[src/rtl/sm_gpio_debounce_pkg.sv]
// Shared defaults and edge-pulse type for the GPIO input-conditioning stage.
`default_nettype none

package sm_gpio_debounce_pkg;

  localparam int SM_GPIO_WIDTH_DEF     = 8;
  localparam int SM_GPIO_DEBOUNCE_DEF  = 50000;
  localparam int SM_GPIO_CNT_WIDTH_DEF = 16;

  typedef struct packed {
    logic rise;
    logic fall;
  } sm_edge_t;

  // Direction of an accepted transition follows the level being accepted.
  function automatic sm_edge_t edge_of(input logic accept, input logic new_level);
    sm_edge_t e;
    e.rise = accept & new_level;
    e.fall = accept & ~new_level;
    return e;
  endfunction

endpackage

`default_nettype wire

[src/rtl/sm_debounce_bit.sv]
// One conditioned GPIO bit: 2-flop synchronizer, stability counter,
// debounced level and rise/fall pulse registers.
`default_nettype none

module sm_debounce_bit
  import sm_gpio_debounce_pkg::*;
#(
  parameter int STABLE_CYCLES = SM_GPIO_DEBOUNCE_DEF,
  parameter int CNT_WIDTH     = SM_GPIO_CNT_WIDTH_DEF
) (
  input  logic clk,
  input  logic rst_n,
  input  logic raw,
  output logic level,
  output logic rise,
  output logic fall,
  output logic accept
);

  localparam logic [CNT_WIDTH-1:0] LAST = CNT_WIDTH'(STABLE_CYCLES - 1);

  logic                 s1;
  logic                 s2;
  logic [CNT_WIDTH-1:0] cnt;
  sm_edge_t             edge_q;

  // Exposed combinationally so the top can register gpio_change in the
  // same cycle that level and the pulses update.
  assign accept = (s2 != level) && (cnt == LAST);
  assign rise   = edge_q.rise;
  assign fall   = edge_q.fall;

  always_ff @(posedge clk or negedge rst_n) begin
    if (!rst_n) begin
      s1     <= 1'b0;
      s2     <= 1'b0;
      cnt    <= '0;
      level  <= 1'b0;
      edge_q <= '0;
    end else begin
      s1     <= raw;
      s2     <= s1;
      edge_q <= edge_of(accept, s2);
      if (s2 == level) begin
        cnt <= '0;
      end else if (accept) begin
        cnt   <= '0;
        level <= s2;
      end else begin
        cnt <= cnt + CNT_WIDTH'(1);
      end
    end
  end

endmodule

`default_nettype wire

[src/rtl/sm_gpio_debounce.sv]
// Debounces WIDTH asynchronous GPIO pins into clean levels plus per-bit
// rise/fall pulses and a combined change pulse.
`default_nettype none

module sm_gpio_debounce
  import sm_gpio_debounce_pkg::*;
#(
  parameter int WIDTH         = SM_GPIO_WIDTH_DEF,
  parameter int STABLE_CYCLES = SM_GPIO_DEBOUNCE_DEF,
  parameter int CNT_WIDTH     = SM_GPIO_CNT_WIDTH_DEF
) (
  input  logic             clk,
  input  logic             rst_n,
  input  logic [WIDTH-1:0] gpio_raw,
  output logic [WIDTH-1:0] gpio_out,
  output logic [WIDTH-1:0] gpio_rise,
  output logic [WIDTH-1:0] gpio_fall,
  output logic             gpio_change
);

  logic [WIDTH-1:0] accept;

  for (genvar i = 0; i < WIDTH; i++) begin : g_bit
    sm_debounce_bit #(
      .STABLE_CYCLES(STABLE_CYCLES),
      .CNT_WIDTH    (CNT_WIDTH)
    ) u_bit (
      .clk   (clk),
      .rst_n (rst_n),
      .raw   (gpio_raw[i]),
      .level (gpio_out[i]),
      .rise  (gpio_rise[i]),
      .fall  (gpio_fall[i]),
      .accept(accept[i])
    );
  end

  always_ff @(posedge clk or negedge rst_n) begin
    if (!rst_n) begin
      gpio_change <= 1'b0;
    end else begin
      gpio_change <= |accept;
    end
  end

endmodule

`default_nettype wire

[config.mk]
export PLATFORM = sky130hd
export DESIGN_NAME = sm_gpio_debounce
export DESIGN_NICKNAME = d
export VERILOG_FILES = /design/src/rtl/sm_gpio_debounce_pkg.sv /design/src/rtl/sm_debounce_bit.sv /design/src/rtl/sm_gpio_debounce.sv
export SDC_FILE = /design/constraint.sdc
export NUM_CORES = 1
export LEC_CHECK = 0
export BUFFER_PORTS_ARGS = -buffer_cell sky130_fd_sc_hd__buf_4
export CORE_MARGIN = 5
export CORE_UTILIZATION = 25
export DETAILED_ROUTE_END_ITERATION = 12
export GPL_ROUTABILITY_DRIVEN = 0
export HOLD_SLACK_MARGIN = 0.06
export PLACE_DENSITY = 0.38
export SLEW_MARGIN = 25
export SYNTH_ARGS = -nofsm -noshare
export SYNTH_HDL_FRONTEND = slang
export SYNTH_HIERARCHICAL = 1
export SYNTH_SLANG_ARGS = --single-unit
[constraint.sdc]
create_clock -name clk -period 2.9 [get_ports clk]
set_input_delay 0.58 -clock clk [delete_from_list [all_inputs] [get_ports clk]]
set_output_delay 0.58 -clock clk [all_outputs]
set_load 0.1 [all_outputs]
# After elaboration in Yosys (flattened, before gate mapping)
# Index checks and enable logic that the tools add are counted.
word_totals:
  regBits: 169
  inputBits: 10
  word_cells: 146
op_classes:
  addsub: 8
  n_eq_ne: 24
  muxes: 16
  bitwise_logic: 32
  n_reduce_logical: 17
ops:
  columns: ["cell", "n"]
  rows:
  - ["2-to-1 mux 16 bit", 16]
  - ["adder 16 x 1 -> 16 bit, second input constant", 8]
  - ["== test 16 bit, second input constant", 8]
  - ["bitwise AND 1 bit", 16]
  - ["NOT 1 bit", 16]
  - ["AND reduction 2 bit", 8]
  - ["== test 1 bit", 8]
  - ["logical AND 1 bit", 8]
  - ["!= test 1 bit", 8]
  - ["OR reduction 8 bit", 1]

# Logic depth before layout (Yosys ltp)
logic_depth:
  depth_word: 4
  mapped_depth: 7

# By module
# Netlist, hierarchy kept.
modules_own_cells:
  columns: ["module", "instances", "cells_per_inst", "area_per_inst_um2", "seq_area_each_um2"]
  rows:
  - ["sm_debounce_bit", 8, 90, 963.4, 525.5]
  - ["sm_gpio_debounce", 1, 4, 41.3, 25.0]

# Worst setup path after synthesis
# Ideal clock, no wire load.
synth_timing:
  kind: "reg2reg"
  from: "register g_bit[0].u_bit.cnt[7]"
  to: "register g_bit[0].u_bit.level"
  setup_ns: 0.126
  t_arrival_ns: 1.848
  t_required_ns: 2.774
  path_slack_ns: 0.927
  path_stages_with_launch: 5
  path_cell_list: "dfrtp_1 > or4b_1 > or4_1 > buf_2 > mux2_4"
synth_via:
  elab_chain_len: 3
synth_lines:
  columns: ["element", "line_no", "text"]
  rows:
  - ["from (decl)", "sm_debounce_bit.sv:24", "logic [CNT_WIDTH-1:0] cnt;"]
  - ["from (signal assigned)", "sm_debounce_bit.sv:50", "cnt <= cnt + CNT_WIDTH'(1);"]
  - ["== test 16 bit", "sm_debounce_bit.sv:29", "assign accept = (s2 != level) && (cnt == LAST);"]
  - ["logical AND 1 bit", "sm_debounce_bit.sv:29", null]
  - ["AND reduction 2 bit (no source line)", null, null]
  - ["to (signal assigned)", "sm_debounce_bit.sv:38", "level <= 1'b0;"]
  - ["to (signal assigned)", "sm_debounce_bit.sv:48", "level <= s2;"]
  - ["to (decl)", "sm_debounce_bit.sv:14", "output logic level,"]
# No other way between the ends.
# A chain may end at the register's enable or synchronous reset.

# Worst setup path after layout
layout_timing:
  from: "register g_bit[5].u_bit.cnt[0]"
  to: "register gpio_change"
layout_via:
  elab_chain_len: 3
layout_lines:
  columns: ["element", "line_no", "text"]
  rows:
  - ["from (decl)", "sm_debounce_bit.sv:24", null]
  - ["from (signal assigned)", "sm_debounce_bit.sv:50", null]
  - ["== test 16 bit", "sm_debounce_bit.sv:29", null]
  - ["logical AND 1 bit", "sm_debounce_bit.sv:29", null]
  - ["via accept[5]", "sm_gpio_debounce.sv:21", "logic [WIDTH-1:0] accept;"]
  - ["OR reduction 8 bit", "sm_gpio_debounce.sv:42", "gpio_change <= |accept;"]
  - ["to (signal assigned)", "sm_gpio_debounce.sv:42", null]
  - ["to (decl)", "sm_gpio_debounce.sv:18", "output logic gpio_change"]
# The timed path passes the listed nets, and every way through them passes these cells.

==> flow_metrics.env <==
export IMPL_vdd_ir_drop_max_mv=0.4038
export IMPL_end_kind="register"
export IMPL_dpl_cell_count=1142
export IMPL_grt_max_degree=65
export IMPL_dieArea_um2=34620
export IMPL_netlist_area_um2=7749
export IMPL_holdWs_ns=0.1559
export IMPL_grt_pass1_vias=5416
export IMPL_fillers=3164
export IMPL_grt_overflow=0
export IMPL_clk_pin_slew_worst_paths_ns=0.06
export IMPL_grt_usage_pct=10.10
export IMPL_final_cell_mix="dfrtp_1 (169), nor2_1 (144), xnor2_1 (104)"
export IMPL_layout_commonest_cell="dfrtp_1"
export IMPL_netlist_area_leader_share_pct=54.58
export IMPL_dpl_worst_slack_ns=0.5523
export IMPL_hold_path_class="input port to asynchronous set/reset pin"
export IMPL_clockBufferDepth=2
export IMPL_finalNetCount=783
export IMPL_io_pins=35
export IMPL_clk_latency_ns=0.43
export IMPL_r2r_cells=6
export IMPL_drt_total_wl_um=16060
export IMPL_r2r_slack_ns=0.67
export IMPL_cpPeakStageDelay_ns=0.53
export IMPL_crit_type="register to register"
export IMPL_finClkSkew_ns=0.008038
export IMPL_die_w_um=186.1
export IMPL_antenna_left=0
export IMPL_timing_rr_end="gpio_change"
export IMPL_synth_top_area_cell="dfrtp_1"
export IMPL_layout_drive_gt1_share_pct=12.98
export IMPL_dp_hpwl_um=10620
export IMPL_ys_seq_area_share_pct=54.58
export IMPL_finalMaxSlewViolations=0
export IMPL_path_buf_inv=0
export IMPL_wl_per_cell_um=13.68
export IMPL_synth_seq_cells=169
export IMPL_slowest_stage="nor4_1"
export IMPL_drt_pass1_iterations=4
export IMPL_initialDrtViolationCount=198
export IMPL_r2r_start="g_bit[5].u_bit/cnt[0]"
export IMPL_core_um2=30590
export IMPL_die_h_um=186.1
export IMPL_io_buffer_count=34
export IMPL_cts_root_buf="clkbuf_16"
export IMPL_run_status="finished, final reports clean"
export IMPL_syn2layout_area_growth_pct=17.67
export IMPL_syn_area_per_cell_um2=10.70
export IMPL_cts_htree_levels=4
export IMPL_fin_cells=1174
export IMPL_layout_min_cycle_time_ns=2.234
export IMPL_slew_headroom_pct=61.97
export IMPL_cp_top_family="simple AND/OR/NAND/NOR gates"
export IMPL_timing_final_ws_setup_ns=0.6664
export IMPL_hold_viol=0
export IMPL_synth_area_leaders="dfrtp_1 (55%), xnor2_1 (12%), nor2_1 (7.0%)"
export IMPL_fin_crit_sh_pct=77.02
export IMPL_ys_warn_count=6
export IMPL_leakage_nw=3.603
export IMPL_via_per_inst=4.330
export IMPL_yosys_cell_types_count=21
export IMPL_ff_latch_area_um2=4229
export IMPL_start_kind="register"
export IMPL_rows=64
export IMPL_cts_resized=0
export IMPL_cp_required_ns=3.19
export IMPL_synth_nets=742
export IMPL_finalSetupViolCount=0
export IMPL_diodes=0
export IMPL_grt_pass1_wl_um=28150
export IMPL_drc=0
export IMPL_antenna_found_initial=0
export IMPL_max_cap_violations=0
export IMPL_arrival_ns=2.52
export IMPL_tns_ns=0
export IMPL_numCtsBuffers=17
export IMPL_multi_input_area_um2=3299
export IMPL_grt_setup_unrepaired="no"
export IMPL_post_cts_buffers=0
export IMPL_cts_sinks=169
export IMPL_cts_hold_buf=0
export IMPL_syn_inst=724
export IMPL_power_density_nw_per_um2=572.9
export IMPL_max_freq_mhz=447.7
export IMPL_vias=5084
export IMPL_worstPathMaxFanout=6
export IMPL_cts_tree="done"
export IMPL_tightest_slew_ns=0.5652
export IMPL_start_util_pct=25.33
export IMPL_total_power_mw=5.223
export IMPL_path_cells="ha_1 -> nand4_1 -> or4_1 -> and2b_2 -> nor4_1 -> nand2_1"
==> registers in the layout (all words and copies together), names as in the netlist <==
register / flops
g_bit.u_bit/s2: 8
gpio_change: 1
g_bit.u_bit/rise: 8
g_bit.u_bit/s1: 8
g_bit.u_bit/level: 8
g_bit.u_bit/cnt: 128
g_bit.u_bit/fall: 8
==> logic make-up (layout without fill, tap and decap cells) <==
kind of cell	after synthesis	count (layout)	synth area share, %
AND/OR/NAND/NOR	379	379	26.17
flip-flops	169	169	54.58
XOR/XNOR	120	120	13.56
buffers and inverters	40	94	2.842
adder cells (fa/ha/maj)	8	8	1.292
multiplexers	8	8	1.550
==> how the worst max path moves through the flow <==
| stage | from | to | slack, ns | depth (start not counted) |
|---|---|---|---|---|
| after floorplan | g_bit[0].u_bit/cnt[7] | g_bit[0].u_bit/level | 0.93 | 4 |
| after global placement | g_bit[5].u_bit/cnt[0] | gpio_change | 0.53 | 6 |
| after detailed placement | g_bit[5].u_bit/cnt[0] | gpio_change | 0.55 | 6 |
| after CTS | g_bit[5].u_bit/cnt[0] | gpio_change | 0.53 | 6 |
| after global routing | g_bit[5].u_bit/cnt[0] | gpio_change | 0.39 | 6 |
| final | g_bit[5].u_bit/cnt[0] | gpio_change | 0.67 | 6 |
==> area by class of cell <==
type	instances	area share [%]
Clock buffer	21	5.160
Clock inverter	11	2.374
Inverter	24	0.9881
Multi-Input combinational cell	515	36.19
Sequential cell	169	46.38
Tap cell	396	5.434
Timing Repair Buffer	38	3.472
==> cells in the mapped netlist, drive strengths merged <==
cell type / count
nor4: 34
buf: 16
and2b: 8
nor2: 144
and3: 8
nor3: 32
nand2: 33
nand4: 32
dfrtp: 169
inv: 24
nand3b: 8
mux2: 8
ha: 8
nand3: 40
xor2: 16
or4: 8
xnor2: 104
or4b: 16
nor3b: 16
==> power by group <==
group / switching [mW] / total (mW) / internal, mW
clock network: 0.951 / 2.64 / 1.69
registers: 0.0377 / 2.43 / 2.40
logic: 0.101 / 0.153 / 0.0516
==> through the flow <==
step	cell area [µm²]	utilization, %
5_1_grt	9117	29.81
3_3_place_gp	8431	27.56
6_report	9117	29.81
4_1_cts	9117	29.81
3_5_place_dp	8431	27.56
2_1_floorplan	7749	-
==> layer usage <==
metal,vias to the layer above,share of wire (%),global-route usage [%],wire length [µm]
met5,-,0,0,0
met4,0,1.2,3.148,198
met3,14,4.0,2.990,641
met2,54,44,15.00,7001
met1,2467,51,14.18,8221
li1,2549,-,-,-
No activity file was read; power rests on OpenSTA's default activity.
